## config.mk

```make
export PLATFORM = sky130hd
export DESIGN_NAME = cmp_minmax_sched
export DESIGN_NICKNAME = d
export VERILOG_FILES = /design/src/rtl/cmp_minmax_sched.sv
export SDC_FILE = /design/constraint.sdc
export NUM_CORES = 1
export LEC_CHECK = 0
export CORE_ASPECT_RATIO = 0.7
export CORE_UTILIZATION = 59
export DETAILED_ROUTE_END_ITERATION = 10
export PLACE_DENSITY = 0.83
export SETUP_SLACK_MARGIN = 0.05
export SLEW_MARGIN = 5
export SYNTH_ARGS = -nofsm -noshare
export SYNTH_HDL_FRONTEND = slang
export SYNTH_SLANG_ARGS = --single-unit
```

## constraint.sdc

```tcl
create_clock -name clk_i -period 5.95 [get_ports clk_i]
set_clock_uncertainty 0.1 [all_clocks]
set_input_delay 1.4875 -clock clk_i [delete_from_list [all_inputs] [get_ports clk_i]]
set_output_delay 1.4875 -clock clk_i [all_outputs]
set_load 0.005 [all_outputs]
```

## src/rtl/cmp_minmax_sched.sv

```systemverilog
// Frame min/max scheduler: one shared signed comparator alternates between
// max and min mode per word, then presents {max, min, count} per frame.
//
// state   | meaning
// IDLE    | waiting for first word; it seeds both max_r and min_r
// LOAD    | waiting for the next word into hold_r
// CMP_MAX | comparator in max mode, updates max_r
// CMP_MIN | comparator in min mode, updates min_r
// DONE    | result valid, held until downstream accepts

package modules_params_pkg;
  parameter int WORD_LEN = 16;
endpackage

module cmp #(
  parameter int W = 16
) (
  input  logic [W-1:0] x1_i,
  input  logic [W-1:0] x2_i,
  input  logic         cmp_type_i,
  output logic [W-1:0] y_o
);
  logic x2_gt;
  logic x2_lt;

  // Strict compares so that ties return x1_i.
  assign x2_gt = $signed(x2_i) > $signed(x1_i);
  assign x2_lt = $signed(x2_i) < $signed(x1_i);
  assign y_o   = cmp_type_i ? (x2_gt ? x2_i : x1_i) : (x2_lt ? x2_i : x1_i);
endmodule

module cmp_minmax_sched
  import modules_params_pkg::*;
#(
  parameter int FRAME_LEN = 8,
  parameter int CNT_W     = $clog2(FRAME_LEN + 1)
) (
  input  logic                clk_i,
  input  logic                rst_ni,
  input  logic                s_valid_i,
  output logic                s_ready_o,
  input  logic [WORD_LEN-1:0] s_data_i,
  input  logic                s_last_i,
  output logic                m_valid_o,
  input  logic                m_ready_i,
  output logic [WORD_LEN-1:0] m_max_o,
  output logic [WORD_LEN-1:0] m_min_o,
  output logic [CNT_W-1:0]    m_cnt_o
);

  typedef enum logic [2:0] {IDLE, LOAD, CMP_MAX, CMP_MIN, DONE} state_t;

  state_t              state_r, state_n;
  logic [WORD_LEN-1:0] max_r, min_r, hold_r;
  logic [CNT_W-1:0]    cnt_r, cnt_inc;
  logic                end_r;
  logic                end_idle, end_load;
  logic                cmp_is_max;
  logic [WORD_LEN-1:0] cmp_x1, cmp_y;

  assign cnt_inc  = cnt_r + CNT_W'(1);
  assign end_idle = s_last_i || (CNT_W'(1) == CNT_W'(FRAME_LEN));
  assign end_load = s_last_i || (cnt_inc == CNT_W'(FRAME_LEN));

  assign cmp_is_max = (state_r == CMP_MAX);
  assign cmp_x1     = cmp_is_max ? max_r : min_r;

  cmp #(.W(WORD_LEN)) u_cmp (
    .x1_i      (cmp_x1),
    .x2_i      (hold_r),
    .cmp_type_i(cmp_is_max),
    .y_o       (cmp_y)
  );

  always_ff @(posedge clk_i or negedge rst_ni) begin
    if (!rst_ni) state_r <= IDLE;
    else         state_r <= state_n;
  end

  always_comb begin
    state_n   = state_r;
    s_ready_o = 1'b0;
    m_valid_o = 1'b0;
    case (state_r)
      IDLE: begin
        s_ready_o = 1'b1;
        if (s_valid_i) state_n = end_idle ? DONE : LOAD;
      end
      LOAD: begin
        s_ready_o = 1'b1;
        if (s_valid_i) state_n = CMP_MAX;
      end
      CMP_MAX: state_n = CMP_MIN;
      CMP_MIN: state_n = end_r ? DONE : LOAD;
      DONE: begin
        m_valid_o = 1'b1;
        if (m_ready_i) state_n = IDLE;
      end
      default: state_n = IDLE;
    endcase
  end

  always_ff @(posedge clk_i or negedge rst_ni) begin
    if (!rst_ni) begin
      max_r  <= '0;
      min_r  <= '0;
      hold_r <= '0;
      cnt_r  <= '0;
      end_r  <= 1'b0;
    end else begin
      case (state_r)
        IDLE: if (s_valid_i) begin
          max_r <= s_data_i;
          min_r <= s_data_i;
          cnt_r <= CNT_W'(1);
        end
        LOAD: if (s_valid_i) begin
          hold_r <= s_data_i;
          cnt_r  <= cnt_inc;
          end_r  <= end_load;
        end
        CMP_MAX: max_r <= cmp_y;
        CMP_MIN: min_r <= cmp_y;
        DONE: if (m_ready_i) begin
          cnt_r <= '0;
          end_r <= 1'b0;
        end
        default: ;
      endcase
    end
  end

  // Registers are zero in reset, so the result port reads zero too.
  assign m_max_o = max_r;
  assign m_min_o = min_r;
  assign m_cnt_o = cnt_r;

endmodule

```

======== Word-level counts from Yosys, hierarchy flattened ========
Index checks and enable logic that the tools add are counted.
operators by class
  add/subtract/negate cells ............... 1
  order comparisons ....................... 2
  equal/unequal tests ..................... 8
  muxes and demuxes ....................... 22
  reductions and logical operators ........ 13
operators by type and width
  operator                                                                number
  16-bit two-way mux                                                      5
  16-bit one-hot mux with 2 select lines                                  2
  16-bit greater-than comparator                                          1
  16-bit < comparator                                                     1
  3-bit two-way mux                                                       5
  3-bit one-hot mux with 5 select lines                                   1
  4-bit two-way mux                                                       3
  4-bit one-hot mux with 3 select lines                                   1
  3-bit by 2-bit equality test with 1-bit output (second input constant)  2
  2-bit != test (second input constant)                                   3
  2-bit AND reduction                                                     3
  3-bit AND reduction                                                     2
  2-bit nonzero test                                                      3
  4-bit by 1-bit adder with 4-bit output (second input constant)          1
  4-bit equality test (second input constant)                             1
  1-bit two-way mux                                                       4
  4-bit AND reduction                                                     1
  3-bit by 1-bit equality test with 1-bit output (second input constant)  1
  3-bit equality test (second input constant)                             1
  3-bit zero test                                                         1
  3-bit nonzero test                                                      1
  1-bit one-hot mux with 2 select lines                                   1
  2-bit OR reduction                                                      1
  1-bit logical OR                                                        1
storage, ports and cells
  register bits after elaboration ......... 56
  input port bits ......................... 21
  output and inout bits ................... 38

======== Logic depth before layout (Yosys ltp) ========
  depth in word-level cells ............... 6
  mapped depth ............................ 15
  mapped depth without buffers ............ 11

======== By module ========
From an unflattened synthesis, not the netlist that was laid out.
unflattened totals
  cell total of the unflattened synthesis .. 360
  area, all modules ....................... 3966.3 um^2
modules (own cells, without submodules)
  module            times used  cells an instance  area an instance (um^2)  seq. area each (um^2)
  cmp_minmax_sched  1           208                2955.3                   1401.3
  cmp               1           152                1011.0                   0.0

======== Worst setup path before layout ========
Ideal clock, no wire load.
  path kind ............................... flip-flop to flip-flop
  start ................................... register state_r[2]
  end ..................................... register max_r[10] (netlist: m_max_o[10])
  library setup time ...................... 126 ps
  arrival ................................. 3173 ps
  data required time ...................... 5724 ps
  setup slack ............................. 2551 ps
  stages on the path, launching flop included .. 16
  cell sequence ........................... dfrtp_1 nor2_1 and2_1 buf_2 buf_2 mux2_2 inv_1 ha_1 a21o_1 a21oi_1 and2b_1 nand3_2 and4_1 buf_4 buf_6 a221o_1
on the way
  word-level cells in the longest chain between the ends .. 6
  elaborated cells on any way between the ends .. 12
  those cells by class .................... order compare: 2; eq/ne: 2; mux: 5; reduce/logical: 3
ends and longest elaborated chain
  what                                                                   line     RTL
  from (decl)                                                            53       state_t state_r, state_n;
  from (signal assigned)                                                 77       else state_r <= state_n;
  3-bit by 2-bit equality test with 1-bit output                         65, 111
  16-bit two-way mux                                                     66       assign cmp_x1 = cmp_is_max ? max_r : min_r;
  16-bit < comparator or 16-bit greater-than comparator (tied branches)  28, 27
  16-bit two-way mux (2 in series)                                       29       assign y_o = cmp_type_i ? (x2_gt ? x2_i : x1_i) : (x2_lt ? x2_i : x1_i);
  16-bit one-hot mux with 2 select lines                                 111      case (state_r)
  to (signal assigned)                                                   113      max_r <= s_data_i;
  to (signal assigned)                                                   122      CMP_MAX: max_r <= cmp_y;
  to (decl)                                                              54       logic [WORD_LEN-1:0] max_r, min_r, hold_r;
Parallel ways exist; a longest one is shown, timed or not.
A chain may end at the register's enable or synchronous reset.

======== Final worst setup path ========
  start ................................... register state_r[0]
  end ..................................... register max_r[13] (netlist: m_max_o[13])
Same word-level chain as after synthesis.

==> results.md <==
Final layout:
- The area of combinational cells with multiple inputs is about 2100 um2.
- The register area is 1400 um2.
- Relative to the synthesized area, the layout overhead comes to 17.5%.
- The final cell count without fillers is about 470.
- The total number of nets in the final design is roughly 430.
- In the final layout, the share of cells above drive strength 1 is between 10% and 20%.
- The number of fillers in the final layout is approximately 450.
- The count of inserted antenna diode cells is 0.

Setup path:
- The setup slack on the worst flop-to-flop path is 1320 ps.
- The number of cells on the worst reg-to-reg path is 11.
- The highest net fanout along the worst path is 18.
- The stage delay of the slowest cell on the critical path is 740 ps.
- The worst flop-to-flop path endpoint is m_max_o[13]$_DFFE_PN0P_.
- The type of origin of the critical path is a flop.
- The worst register-to-register path begins at state_r[0]$_DFFE_PN0P_.
- STA puts the critical path data arrival time at 4720 ps.
- The critical path data required time is 6050 ps.
- The worst setup path is captured at a flop.
- The signal on the critical path passes through nor2_1, and2_1, mux2_2, inv_1, ha_1, a21oi_1, o21ai_0, a2bb2oi_1, nand3_2, and4_1, a221o_1.
- The slowest stage of the critical path belongs to the cell and2_1.
- The critical setup path kind is reg2reg.

Clock tree:
- The clock transition at the registers of the reported paths is 100 ps.
- TritonCTS built the clock tree.
- The number of hold buffers added after CTS is 0.
- No sink is reached through more buffers than the 2 on the longest clock path.
- The clock sink count is 56.
- The quantity of gates resized following cts is 0.
- Once the clock tree was built, the setup fixing pass inserted 0 buffers.
- The number of buffers created by CTS is 5.
- The CTS root buffer is clkbuf_8.
- For the worst-skew pair, the clock arrives at the later sink with an insertion delay of 310 ps.
- The H-tree was split into 2 levels.

Power and ir drop:
- The total design power is 0.00278 W.
- The leakage power figure is 1.82 nW.
- Dividing total power by cell area gives a power density of 638 nW/um2.
- The worst-case IR drop observed on VDD is 0.315 mV.

Timing:
- The final worst-path setup slack is 1320 ps.
- Counting I/O delays and the setup requirement, the final critical path takes 4630 ps.
- Setup violations remaining at the end of the flow were counted as 0.
- Headroom to the max-slew limit came out at 22.5%.
- The count of final hold-check violations is 0.
- The transition at the pin with the smallest max-transition slack is 1150 ps.
- Timing would allow up to 216 MHz.
- The final count of pins violating max slew is 0.
- Setup repair after global routing left no endpoint under its margin.
- The share of the clock period used by the worst path after layout is between 70 and 80%.
- The setup TNS is 0 ps.

Detailed routing:
- The number of routed nets with antenna violations is 0.
- Across all layers, the routed design uses 3153 vias.
- For this block, the initial DRC count from the detailed router was around 230.
- In the routed layout, each cell is associated on average with a via count of between 6 and 7.
- The pre-antenna-repair detailed-routing pass consisted of 5 iterations.
- For this run, design rule violations remaining after detail routing come to 0.
- In the final routed layout, each cell accounts on average for roughly 20 um.
- Summed over all layers, the routed wires come to 9.28 mm.

Global routing:
- The first global-routing pass estimated 14.7 mm of wire.
- For this run the aggregate overflow at the end of global routing stands at 0.
- The via count of the first global-routing pass is 2867.
- The total track usage is between 20 and 30%.
- Entering global routing, the biggest net connects 57 pins.
- The number of antenna violations at the first check in global routing is 0.

Die:
- Once the floorplan was initialized, standard cells occupied 62.9% of the core.
- The number of placement rows is 23.
- For this design the top-level I/O count stands at 59.
- The area enclosed by the die boundary is 6620 um2.
- The width of the die is 96.8 um.
- The area of the placeable core is 5900 um2.
- The vertical die dimension is between 60 and 70 um.

Worst hold path:
- The class of the tightest hold or removal check is reg2reg.
- Counting instances, the worst hold path has a depth of 1.
- The worst min-delay path endpoint is m_max_o[10]$_DFFE_PN0P_.
- In this run the most critical hold path is launched from m_max_o[10]$_DFFE_PN0P_.

Logic synthesis:
- Ranked by instance count, the synthesized netlist is headed by 56 x dfrtp_1, 29 x mux2_2, 21 x inv_1.
- The post-synthesis cell count is ~350.
- During synthesis, Yosys emitted a total of 0 warnings.
- The synthesized design contains 0 enable-type register cells.
- The most used flip-flop cell after synthesis is dfrtp_1.
- By area the synthesized netlist is led by dfrtp_1 38%, mux2_2 8.8%, ha_1 5.7%.
- In this run the cell area of the synthesized design comes to about 3700 um2.
- In this run the biggest area consumer among cell types represents between 30% and 40% of the synthesized area.
- The share of synthesized area occupied by flip-flops and latches is ~38%.
- After synthesis the netlist holds a flip-flop and latch count of between 50 and 60.
- The synthesized netlist contains 52 unique library cells.
- The mean cell area of the mapped netlist is 10.5 um2.
- The net count of the mapped netlist is 390.
- The cell taking the most area after synthesis is dfrtp_1.
- The leading cell type by number of instances after synthesis is dfrtp_1.
- The proportion of register bits with asynchronous set or reset after synthesis is 100%.

Placement:
- The half-perimeter wire length after detailed placement is between 6 and 7 mm.
- Including well taps, the total number of placed cells is 463.
- The count of buffers added on input and output ports is 58.
- At the placement stage, the worst setup path has a slack of 1420 ps.
- Routability-driven placement finished with a final weighted congestion of 0.856.

Run:
- Max-cap violations in this run came to 0.

Outcome:
- The flow ran to the end, and the final reports show no timing, DRC or antenna violations.
==> worst max-delay path by stage <==
stage / startpoint / endpoint / slack (ps) / depth (start not counted)
after CTS: state_r[0]$_DFFE_PN0P_ / m_max_o[13]$_DFFE_PN0P_ / 1410 / 11
after global placement: state_r[0]$_DFFE_PN0P_ / m_max_o[4]$_DFFE_PN0P_ / 1540 / 11
after global routing: state_r[0]$_DFFE_PN0P_ / m_max_o[13]$_DFFE_PN0P_ / 1090 / 11
after floorplan: state_r[2]$_DFFE_PN0P_ / m_max_o[10]$_DFFE_PN0P_ / 2550 / 15
after detailed placement: state_r[0]$_DFFE_PN0P_ / m_max_o[13]$_DFFE_PN0P_ / 1420 / 11
final: state_r[0]$_DFFE_PN0P_ / m_max_o[13]$_DFFE_PN0P_ / 1320 / 11
==> area by class of cell <==
class | count | share of cell area (%)
Inverter | 21 | 1.81
Tap cell | 75 | 2.15
Timing Repair Buffer | 62 | 13.9
Multi-Input combinational cell | 249 | 47.9
Clock buffer | 8 | 2.07
Sequential cell | 56 | 32.1
==> power by group <==
part           internal (W)  switching (W)
Combinational      0.000866       0.000903
Sequential         0.000567       0.000228
Clock             0.0000955       0.000124
Total               0.00153        0.00125
==> metrics by stage <==
stage	hold WS (ps)	util, %	cell area, um2
2_1_floorplan	410	-	3710
3_5_place_dp	424	72.4	4270
3_3_place_gp	423	72.4	4270
5_1_grt	463	73.9	4360
6_report	444	73.9	4360
4_1_cts	445	73.9	4360
==> flip-flops by register name, indices dropped and copies added, names as in the netlist <==
signal	flops
m_max_o	16
end_r	1
hold_r	16
state_r	3
m_cnt_o	4
m_min_o	16
==> placed cells by master (no fill, tap or decap), types with 2 or more instances in the layout <==
cell and count:
a21o_1 3, a21oi_1 11, a221o_1 16, a22o_1 17
a22oi_1 15, buf_4 4, clkbuf_1 2, clkbuf_8 6
clkdlybuf4s50_1 57, dfrtp_1 56, ha_1 17, inv_1 21
mux2_2 29, mux2i_1 18, nand2_1 20, nand2b_1 3
nand3_1 2, nand4_1 3, nor2_1 10, nor3_1 2
nor3b_1 3, nor4_4 2, o211ai_1 15, o21ai_0 6
o21bai_1 15, o22ai_1 2, o41ai_1 15
==> worst max-delay path: cells and delay by family (launching register included) <==
kind	cells	cell delay, ps
and+or+nand+nor	4	2110
AOI/OAI and AO/OA	4	1030
DFF	1	540
muxes	1	450
adders and majority gates	1	230
buffers and inverters	1	60
==> layer usage <==
metal | part of all wire [%] | wire, um | vias up | track usage (%)
met5 | 0 | 0 | - | 0
met3 | 6.7 | 624 | 7 | 5.72
met1 | 49 | 4510 | 1550 | 41.3
li1 | - | - | 1454 | -
met2 | 44 | 4080 | 142 | 44.5
met4 | 0.74 | 69 | 0 | 6.72
==> kinds of logic after synthesis <==
family	count (synthesis)	share of synthesized area, %
XOR/XNOR	1	0.236
multiplexers	48	14.0
AO/OA/AOI/OAI	127	27.4
buffers and inverters	47	6.00
AND/OR/NAND/NOR	56	8.87
adder cells (fa/ha/maj)	17	5.73
flip-flops	56	37.8
Note: power is estimated with default switching activity, not from simulation.
